`config.mk`:
```
export PLATFORM = sky130hd
export DESIGN_NAME = muldiv_unit
export DESIGN_NICKNAME = d
export VERILOG_FILES = /design/src/rtl/muldiv_unit.sv
export SDC_FILE = /design/constraint.sdc
export NUM_CORES = 1
export LEC_CHECK = 0
export BUFFER_PORTS_ARGS = -buffer_cell sky130_fd_sc_hd__buf_2
export CAP_MARGIN = 10
export CELL_PAD_IN_SITES_DETAIL_PLACEMENT = 0
export CELL_PAD_IN_SITES_GLOBAL_PLACEMENT = 2
export CORE_MARGIN = 4
export CORE_UTILIZATION = 39
export DETAILED_ROUTE_END_ITERATION = 8
export PLACE_DENSITY = 0.95
export SYNTH_ARGS = -nofsm -noshare
export SYNTH_HDL_FRONTEND = slang
export SYNTH_SLANG_ARGS = --single-unit
export TNS_END_PERCENT = 30
```
`constraint.sdc`:
```
create_clock -name Clk -period 8.56 [get_ports Clk]
set_clock_uncertainty 0.05 [all_clocks]
set_input_delay 0.856 -clock Clk [delete_from_list [all_inputs] [get_ports Clk]]
set_output_delay 0.856 -clock Clk [all_outputs]
set_load 0.02 [all_outputs]
```
`src/rtl/muldiv_unit.sv`:
```
// muldiv_unit: radix-2 shift-add multiplier and restoring divider owning Hi/Lo.
// Define MULDIV_DIV_EN to build the divider; without it DIV/DIVU report IllegalOp.
module muldiv_unit #(
  parameter int WIDTH = 32
) (
  input  logic             Clk,
  input  logic             Rst,
  input  logic             Start,
  input  logic [2:0]       Op,
  input  logic [WIDTH-1:0] OperandA,
  input  logic [WIDTH-1:0] OperandB,
  output logic             Busy,
  output logic             Done,
  output logic             DivByZero,
  output logic             IllegalOp,
  output logic [WIDTH-1:0] HiData,
  output logic [WIDTH-1:0] LoData
);
  localparam int CW = $clog2(WIDTH);
  localparam logic [2:0] OP_MULT = 3'd0;
  localparam logic [2:0] OP_DIV  = 3'd2;
  localparam logic [2:0] OP_DIVU = 3'd3;
  localparam logic [2:0] OP_MADD = 3'd4;
  localparam logic [2:0] OP_MSUB = 3'd5;
  localparam logic [2:0] OP_MTHI = 3'd6;
  localparam logic [2:0] OP_MTLO = 3'd7;

  typedef enum logic [1:0] {IDLE, ITER, FIX} state_t;

  state_t state, state_nx;
  logic [CW-1:0] cnt;
  logic fix_ph;
  logic busy_d, done_d, dbz_d, ill_d;

  logic [WIDTH-1:0] hi, lo, m, w_hi, w_lo, s_a;
  logic [2:0] op_q;
  logic neg_q;
  logic s_vld, s_mthi, s_mtlo, s_dbz, s_ill;

  logic accept, is_div, is_mov, is_sgn, sa, sb;
  logic dbz_req, ill_req, go_iter, go_single;
  logic [WIDTH-1:0] mag_a, mag_b, step_hi, step_lo;
  logic [WIDTH:0] sum;
`ifdef MULDIV_DIV_EN
  logic neg_r, div_q, ge;
  logic [WIDTH:0] sh;
  logic [WIDTH-1:0] rem_sub;
  assign div_q = (op_q == OP_DIV) || (op_q == OP_DIVU);
`endif

  assign HiData = hi;
  assign LoData = lo;

  always_comb begin
    is_div = (Op == OP_DIV) || (Op == OP_DIVU);
    is_mov = (Op == OP_MTHI) || (Op == OP_MTLO);
    is_sgn = (Op == OP_MULT) || (Op == OP_DIV) ||
             (Op == OP_MADD) || (Op == OP_MSUB);
    sa = is_sgn & OperandA[WIDTH-1];
    sb = is_sgn & OperandB[WIDTH-1];
    mag_a = sa ? -OperandA : OperandA;
    mag_b = sb ? -OperandB : OperandB;
    accept = Start && (state == IDLE);
`ifdef MULDIV_DIV_EN
    dbz_req = is_div && (OperandB == '0);
    ill_req = 1'b0;
`else
    dbz_req = 1'b0;
    ill_req = is_div;
`endif
    go_iter = accept && !is_mov && !dbz_req && !ill_req;
    go_single = accept && !go_iter;
  end

  // One iteration step: shift-add for multiply, restoring step for divide
  always_comb begin
    sum = {1'b0, w_hi} + (w_lo[0] ? {1'b0, m} : '0);
    step_hi = sum[WIDTH:1];
    step_lo = {sum[0], w_lo[WIDTH-1:1]};
`ifdef MULDIV_DIV_EN
    sh = {w_hi, w_lo[WIDTH-1]};
    ge = sh >= {1'b0, m};
    rem_sub = sh[WIDTH-1:0] - m;
    if (div_q) begin
      step_hi = ge ? rem_sub : sh[WIDTH-1:0];
      step_lo = {w_lo[WIDTH-2:0], ge};
    end
`endif
  end

  always_ff @(posedge Clk) begin
    if (!Rst) begin
      state <= IDLE;
      cnt <= '0;
      fix_ph <= 1'b0;
      Busy <= 1'b0;
      Done <= 1'b0;
      DivByZero <= 1'b0;
      IllegalOp <= 1'b0;
    end else begin
      state <= state_nx;
      Busy <= busy_d;
      Done <= done_d;
      DivByZero <= dbz_d;
      IllegalOp <= ill_d;
      fix_ph <= (state == FIX) && !fix_ph;
      if (go_iter) cnt <= CW'(WIDTH - 1);
      else if (state == ITER && cnt != '0) cnt <= cnt - CW'(1);
    end
  end

  always_comb begin
    state_nx = state;
    unique case (state)
      IDLE: if (go_iter) state_nx = ITER;
      ITER: if (cnt == '0) state_nx = FIX;
      FIX:  if (fix_ph) state_nx = IDLE;
      default: state_nx = IDLE;
    endcase
  end

  always_comb begin
    busy_d = (state != IDLE) && (state_nx != IDLE);
    done_d = s_vld || (state == FIX && fix_ph);
    dbz_d = s_vld && s_dbz;
    ill_d = s_vld && s_ill;
  end

  always_ff @(posedge Clk) begin
    if (!Rst) begin
      hi <= '0;
      lo <= '0;
      m <= '0;
      w_hi <= '0;
      w_lo <= '0;
      op_q <= OP_MULT;
      neg_q <= 1'b0;
`ifdef MULDIV_DIV_EN
      neg_r <= 1'b0;
`endif
      s_vld <= 1'b0;
      s_mthi <= 1'b0;
      s_mtlo <= 1'b0;
      s_dbz <= 1'b0;
      s_ill <= 1'b0;
      s_a <= '0;
    end else begin
      // Single-cycle ops complete one edge after acceptance
      s_vld <= go_single;
      s_mthi <= go_single && (Op == OP_MTHI);
      s_mtlo <= go_single && (Op == OP_MTLO);
      s_dbz <= go_single && dbz_req;
      s_ill <= go_single && ill_req;
      s_a <= OperandA;
      if (s_mthi) hi <= s_a;
      if (s_mtlo) lo <= s_a;
      unique case (state)
        IDLE: if (go_iter) begin
          op_q <= Op;
          neg_q <= sa ^ sb;
`ifdef MULDIV_DIV_EN
          neg_r <= sa;
`endif
          w_hi <= '0;
          m <= is_div ? mag_b : mag_a;
          w_lo <= is_div ? mag_a : mag_b;
        end
        ITER: begin
          w_hi <= step_hi;
          w_lo <= step_lo;
        end
        FIX: begin
          if (!fix_ph) begin
`ifdef MULDIV_DIV_EN
            if (div_q) begin
              if (neg_q) w_lo <= -w_lo;
              if (neg_r) w_hi <= -w_hi;
            end else
`endif
            if (neg_q) {w_hi, w_lo} <= -{w_hi, w_lo};
          end else begin
            unique case (1'b1)
              op_q == OP_MADD: {hi, lo} <= {hi, lo} + {w_hi, w_lo};
              op_q == OP_MSUB: {hi, lo} <= {hi, lo} - {w_hi, w_lo};
              default:         {hi, lo} <= {w_hi, w_lo};
            endcase
          end
        end
        default: ;
      endcase
    end
  end
endmodule

```
==> results of run 1 <==
power groups by stage:
stage,logic [uW],registers (uW),clock network (uW)
final,1080,1120,1190
after global routing,1160,1120,1230
after CTS,1050,1110,1200
after detailed placement,1040,1140,0
after global placement,1040,1130,0
after floorplan,729,1090,0
metrics by stage:
stage | instance area [sq um] | instances
after floorplan | 21400 | 2958
after global placement | 22400 | 3623
after detailed placement | 22400 | 3623
after CTS | 23300 | 3668
after global routing | 23300 | 3668
final | 23300 | 3670
logic make-up after synthesis:
logic type                 count (synthesis)  synth area share, %
AOI/OAI and AO/OA                       1034                 31.8
xor gates and xnor gates                 164                 6.73
adders and majority gates                171                 10.1
buffers and inverters                    347                 6.19
DFF                                      211                 19.8
muxes                                     61                 2.96
other                                      1               0.0176
and+or+nand+nor                          969                 22.4
per-layer routing:
layer,vias to the layer above,routed length [um]
li1,10900,-
met1,11300,42600
met2,1315,38600
met3,146,9410
met4,0,2980
met5,-,0
Yosys cell counts, types with 16 or more instances:
cell | number | share of area [%]
sky130_fd_sc_hd__a21oi_1 | 304 | 7.1
sky130_fd_sc_hd__ha_1 | 168 | 9.8
sky130_fd_sc_hd__nand3_1 | 61 | 1.4
sky130_fd_sc_hd__a211oi_1 | 136 | 4.8
sky130_fd_sc_hd__o21bai_1 | 46 | 1.6
sky130_fd_sc_hd__nor2b_1 | 41 | 1.2
sky130_fd_sc_hd__and3_1 | 17 | 0.50
sky130_fd_sc_hd__inv_1 | 156 | 2.7
sky130_fd_sc_hd__a221oi_1 | 24 | 0.98
sky130_fd_sc_hd__nand4_1 | 32 | 0.94
sky130_fd_sc_hd__nor2_1 | 309 | 5.4
sky130_fd_sc_hd__o211ai_1 | 24 | 0.84
sky130_fd_sc_hd__o31ai_1 | 31 | 1.1
sky130_fd_sc_hd__and2_1 | 76 | 2.2
sky130_fd_sc_hd__nand2b_1 | 27 | 0.79
sky130_fd_sc_hd__a22oi_1 | 16 | 0.56
sky130_fd_sc_hd__xnor2_1 | 116 | 4.8
sky130_fd_sc_hd__a31oi_1 | 32 | 0.94
sky130_fd_sc_hd__or4_1 | 16 | 0.56
sky130_fd_sc_hd__a21o_1 | 44 | 1.5
sky130_fd_sc_hd__nor4_1 | 48 | 1.4
sky130_fd_sc_hd__clkbuf_1 | 169 | 3.0
sky130_fd_sc_hd__mux2i_1 | 43 | 2.0
sky130_fd_sc_hd__or3_1 | 29 | 0.85
sky130_fd_sc_hd__nand2_1 | 195 | 3.4
sky130_fd_sc_hd__nor3_1 | 67 | 1.6
sky130_fd_sc_hd__xor2_1 | 48 | 2.0
sky130_fd_sc_hd__dfxtp_1 | 211 | 20
sky130_fd_sc_hd__o21ai_0 | 174 | 4.1
sky130_fd_sc_hd__mux2_2 | 18 | 0.95
final cells by class:
class | instances | area, sq um | area share (%)
Multi-Input combinational cell | 2400 | 15900 | 68.1
Antenna cell | 2 | 5.00 | 0.0215
Clock buffer | 27 | 653 | 2.80
Tap cell | 696 | 871 | 3.74
Inverter | 157 | 592 | 2.54
Sequential cell | 211 | 4230 | 18.2
Clock inverter | 18 | 233 | 0.999
Timing Repair Buffer | 159 | 853 | 3.66
sequential cells by signal, summed over array words and instances, names as in the netlist, 2 cells and up:
name / cells
HiData: 32
LoData: 32
cnt: 5
m: 32
op_q: 3
s_a: 32
state: 2
w_hi: 32
w_lo: 32
how the worst max path moves through the flow:
stage	to	slack [ns]	cells after the start
6_report	HiData[27]	3.18	12
5_1_grt	HiData[31]	2.98	13
4_1_cts	HiData[27]	3.50	12
3_5_place_dp	HiData[27]	3.48	13
3_3_place_gp	HiData[27]	3.48	12
2_1_floorplan	HiData[24]	4.81	15
==> qor.log, run 1 <==
INFO  outcome        run_status=complete, no violations
INFO  global_routing grt_use_met3=5.25%
INFO  hold_path      hold_path_depth=2
INFO  timing         worstMarginPinSlew=1.22ns
INFO  final_layout   layout.cells.most_common=sky130_fd_sc_hd__nor2_1
INFO  die            fp.coreArea=0.0540sqmm
INFO  timing         final.hold.worst_slack=0.425ns
INFO  critical_path  r2r_slack=3.18ns
INFO  clocking       numCtsBuffers=25
INFO  hold_path      worstHoldPathType=input port to flip-flop
INFO  pwr            power.internal=2070uW
INFO  timing         setup_ws=3.18ns
INFO  critical_path  timing.critical_path.fanout_max=11
INFO  pwr            share_comb_of_total_power=32.0%
INFO  pwr            power-per-cell-area=145mW/mm^2
INFO  critical_path  critical-path-max-stage-delay=1.05ns
INFO  global_routing global_route.peak_usage_layer=met1
INFO  final_layout   fillerInstances=5606
INFO  clocking       worstSkewPairLatency=0.57ns
INFO  pwr            leakage_power_summed_over_all_cells=0.00975uW
INFO  final_layout   final_layout_size_suffix_gt1_share=9.25%
INFO  critical_path  buffer_and_inverter_count_on_the_worst_path=1
INFO  pwr            power.total=3390uW
INFO  hold_path      hold_path_startpoint=Op[0]
INFO  drt            totalWireLength=93.6mm
INFO  critical_path  r2r-end=HiData[27]
INFO  yosys          ys.warnings.count=0
INFO  critical_path  endpoint_kind=flip-flop
INFO  die            die_w=242um
INFO  pwr            netSwitchingFraction=38.9%
INFO  global_routing groute.usage.overall=30.0%
INFO  final_layout   post-route-util=43.1%
INFO  placed_design  weighted_congestion_reported_at_the_end_of_routability_driven_placement=0.983
INFO  timing         tightest_slew_margin_relative_to_the_limit=18.4%
INFO  critical_path  cp_top_family=compound AO/OA/AOI/OAI gates
INFO  timing         timing.fmax=186MHz
INFO  die            die_ar=0.0586sqmm
INFO  timing         hold_violations=0
INFO  timing         rsz0062_at_grt=false
INFO  yosys          ys_seq_elements=211
INFO  global_routing grt_first_pass_wirelength=139mm
INFO  die            core.rowCount=85
INFO  yosys          post_synthesis_sequential_area_ratio=19.8%
INFO  placed_design  hpwlAfterDp=72.2mm
INFO  drt            route.detailed.vias_per_inst=6.42
INFO  pwr            vdd_drop_max=0.000153V
INFO  drt            drt_first_iter_violations=2932
INFO  critical_path  critPathSlowestCell=sky130_fd_sc_hd__a2111oi_0
INFO  die            initial_core_util=39.5%
INFO  timing         fin_tns_setup=0ns
INFO  clocking       root_buffer=sky130_fd_sc_hd__clkbuf_16
INFO  critical_path  critical_path_arrival=5.81ns
INFO  placed_design  post-place-ws=3.48ns
INFO  critical_path  worstRegToRegCells=12
INFO  clocking       h-tree-depth=1
INFO  timing         timing_max_transition_violations_final=0
INFO  clocking       cts_setup_buffers=0
INFO  yosys          mappedNetlistArea=0.0214sqmm
INFO  critical_path  critPathLaunchType=flip-flop
INFO  critical_path  critical_path_class=flip-flop to flip-flop
INFO  clocking       numClockSinks=211
INFO  clocking       cts-root-to-sink-buffers=3
INFO  job            timing.max_cap.violations=0
INFO  die            chipHeight=242um
INFO  drt            detail_route.drc_violations=0
INFO  yosys          mappedNetlistNets=3199
INFO  final_layout   syn2layout_area_growth=9.08%
INFO  pwr            clockPowerShare=35.0%
INFO  clocking       cts-resized-gates=0
INFO  drt            vias=23600
INFO  clocking       cts_hold_buf=0
INFO  clocking       clkSlewWorstSetupHoldPaths=0.07ns
INFO  pwr            power.sequential.fraction=33.0%
INFO  timing         setup_viol=0
INFO  global_routing globalRouteMet2Util=44.1%
INFO  yosys          dominantRegCellSynth=sky130_fd_sc_hd__dfxtp_1
INFO  critical_path  setup.worst_path.start=w_lo[19]
INFO  critical_path  worstReg2RegStart=w_lo[19]
INFO  timing         final_period_minus_worst_setup_slack=5.38ns
INFO  pwr            power.switching=1320uW
INFO  global_routing grt_antenna_before_repair=0
INFO  placed_design  port-buffer-count=136
INFO  yosys          post_synth_edffs=0
INFO  global_routing global_route.overflow_total=0
INFO  yosys          ys_async_sr_fraction=0%
INFO  drt            postRouteAntennaNets=0
INFO  critical_path  critical_path.cell_chain=inv_1, ha_1, nand4_1, nor4_1, nand2_1, a21oi_1, o2111ai_1, a2111oi_0, o211ai_1, a21o_1, o32a_1, a221oi_1
INFO  final_layout   mostFrequentLayoutCells=sky130_fd_sc_hd__nor2_1, sky130_fd_sc_hd__a21oi_1, sky130_fd_sc_hd__dfxtp_1
INFO  yosys          synth.distinct_cells=90
INFO  yosys          average_cell_area_after_synthesis=7.22squm
INFO  timing         final.period_utilization=62.8%
INFO  die            floorplan.io_pins=138
INFO  drt            drtPass1Iterations=5
INFO  global_routing grt_max_degree=83
INFO  hold_path      holdPathEnd=s_mthi
INFO  yosys          syn_inst=2958
INFO  final_layout   finalNetCount=3195
INFO  critical_path  required=8.99ns
INFO  clocking       tritoncts=yes
INFO  drt            wl_per_cell=25.5um
INFO  global_routing globalRouteMet1Util=44.8%
INFO  global_routing grt_pass1_vias=21600
Note: power is estimated with default switching activity, not from simulation.
==> inputs of run 2 (changes only) <==
- CORE_UTILIZATION: 39 -> 33
- PLACE_DENSITY: 0.95 -> 0.91
- clock period: 8.56 -> 4.45 ns (I/O delays scaled with it)
==> qor.log, run 2 (same netlist as run 1, synthesis figures left out) <==
INFO  pwr            power-per-cell-area=285mW/mm^2
INFO  job            timing.max_cap.violations=0
INFO  critical_path  critPathLaunchType=flip-flop
INFO  global_routing grt_max_degree=99
INFO  timing         setup_viol=0
INFO  die            core.rowCount=92
INFO  critical_path  critical_path_class=flip-flop to flip-flop
INFO  drt            postRouteAntennaNets=0
INFO  die            floorplan.io_pins=138
INFO  placed_design  post-place-ws=0.142ns
INFO  drt            totalWireLength=94.6mm
INFO  final_layout   finalNetCount=3279
INFO  drt            wl_per_cell=24.2um
INFO  timing         hold_violations=0
INFO  final_layout   mostFrequentLayoutCells=sky130_fd_sc_hd__nor2_1, sky130_fd_sc_hd__a21oi_1, sky130_fd_sc_hd__dfxtp_1
INFO  timing         fin_tns_setup=0ns
INFO  critical_path  critical_path_arrival=4.68ns
INFO  timing         setup_ws=0.189ns
INFO  clocking       tritoncts=yes
INFO  clocking       numCtsBuffers=28
INFO  drt            route.detailed.vias_per_inst=5.98
INFO  final_layout   fillerInstances=6901
INFO  global_routing grt_antenna_before_repair=2
INFO  die            fp.coreArea=0.0635sqmm
INFO  clocking       clkSlewWorstSetupHoldPaths=0.07ns
INFO  critical_path  timing.critical_path.fanout_max=6
INFO  placed_design  dp.cells=3854
INFO  placed_design  hpwlAfterDp=74.0mm
INFO  critical_path  critPathSlowestCell=sky130_fd_sc_hd__or4_1
INFO  die            initial_core_util=33.6%
INFO  timing         final_period_minus_worst_setup_slack=4.26ns
INFO  final_layout   finalNonFillerCells=3907
INFO  die            chipHeight=262um
INFO  clocking       root_buffer=sky130_fd_sc_hd__clkbuf_16
INFO  drt            vias=23400
INFO  global_routing global_route.overflow_total=0
INFO  drt            detail_route.drc_violations=0
INFO  clocking       cts_setup_buffers=0
INFO  global_routing grt_pass1_vias=21600
INFO  final_layout   final_layout_size_suffix_gt1_share=11.9%
INFO  final_layout   layout.cells.most_common=sky130_fd_sc_hd__nor2_1
INFO  clocking       cts-resized-gates=0
INFO  die            die_ar=0.0688sqmm
INFO  critical_path  critical_path_cell_count=13
INFO  pwr            vdd_drop_max=0.000349V
INFO  clocking       cts-root-to-sink-buffers=3
INFO  outcome        run_status=complete, no violations
INFO  timing         final.period_utilization=95.7%
INFO  timing         worstMarginPinSlew=1.07ns
INFO  critical_path  endpoint_kind=flip-flop
INFO  global_routing grt_first_pass_wirelength=140mm
INFO  timing         tightest_slew_margin_relative_to_the_limit=28.6%
INFO  timing         timing.fmax=235MHz
INFO  drt            drtPass1Iterations=6
INFO  timing         timing_max_transition_violations_final=0
INFO  clocking       worstSkewPairLatency=0.59ns
INFO  clocking       cts_hold_buf=0
INFO  critical_path  critical_path.cell_chain=inv_1, ha_1, or4_1, or3_1, nor4b_1, o21ai_1, a211oi_1, a211oi_2, o21ai_0, a31oi_1, xnor2_1, a221oi_1, a31oi_1
INFO  clocking       h-tree-depth=1
INFO  timing         rsz0062_at_grt=true
INFO  pwr            leakage_power_summed_over_all_cells=0.0102uW
INFO  critical_path  cp_top_family=compound AO/OA/AOI/OAI gates
INFO  drt            drt_first_iter_violations=3132
INFO  critical_path  critical_path.most_common_cell=sky130_fd_sc_hd__a31oi_1
INFO  clocking       numClockSinks=211
INFO  hold_path      worstHoldPathType=input port to flip-flop
INFO  critical_path  buffer_and_inverter_count_on_the_worst_path=1
INFO  die            die_w=262um
INFO  critical_path  required=4.87ns
INFO  placed_design  port-buffer-count=136
INFO  critical_path  worstRegToRegCells=13
INFO  hold_path      hold_path_depth=2
INFO  global_routing groute.usage.overall=25.7%
INFO  placed_design  weighted_congestion_reported_at_the_end_of_routability_driven_placement=0.961
INFO  critical_path  critical-path-max-stage-delay=0.52ns
INFO  final_layout   syn2layout_area_growth=13.6%
-- run 2: final timing paths --
kind / startpoint / endpoint / slack (ns)
setup / recovery: w_lo[18] / HiData[26] / 0.19
setup reg to reg: w_lo[18] / HiData[26] / 0.19
hold reg to reg: neg_q / neg_q / 0.41
hold / removal: Op[0] / s_mthi / 0.06
-- run 2: final cells by class --
cell class | count | area, sq um | share of cell area, %
timing repair buffer | 240 | 1470 | 6.08
multi-input combinational | 2400 | 15900 | 65.4
tap | 846 | 1060 | 4.36
sequential | 211 | 4230 | 17.4
clock inverter | 18 | 278 | 1.14
clock buffer | 34 | 763 | 3.15
inverter | 157 | 592 | 2.44
antenna | 1 | 2.50 | 0.0103
-- run 2: report_power, final --
part | switching, uW | leakage, uW | internal, uW
sequential | 140 | 0.00172 | 1990
combinational | 1410 | 0.00799 | 760
clock | 1050 | 0.000501 | 1580
total | 2590 | 0.0102 | 4320
-- run 2: metrics by stage --
| step | util, % | area, sq um | hold WS (ns) | power (uW) |
|---|---|---|---|---|
| final | 38.2 | 24300 | 0.0616 | 6920 |
| after CTS | 38.2 | 24200 | 0.0271 | 6880 |
| after global routing | 38.2 | 24300 | 0.0657 | 7180 |
| after floorplan | - | 21400 | 0.382 | 3510 |
| after detailed placement | 36.5 | 23200 | 0.404 | 4260 |
| after global placement | 36.5 | 23200 | 0.397 | 4270 |
-- run 2: metal layers --
metal  part of all wire, %  vias up  wire, um  track usage [%]
li1                      -    11000         -                -
met1                    45    11000     42100             36.6
met2                    42     1169     39500             38.7
met3                   9.8      175      9260             5.51
met4                   3.9        0      3710             8.41
met5                     0        -         0                0
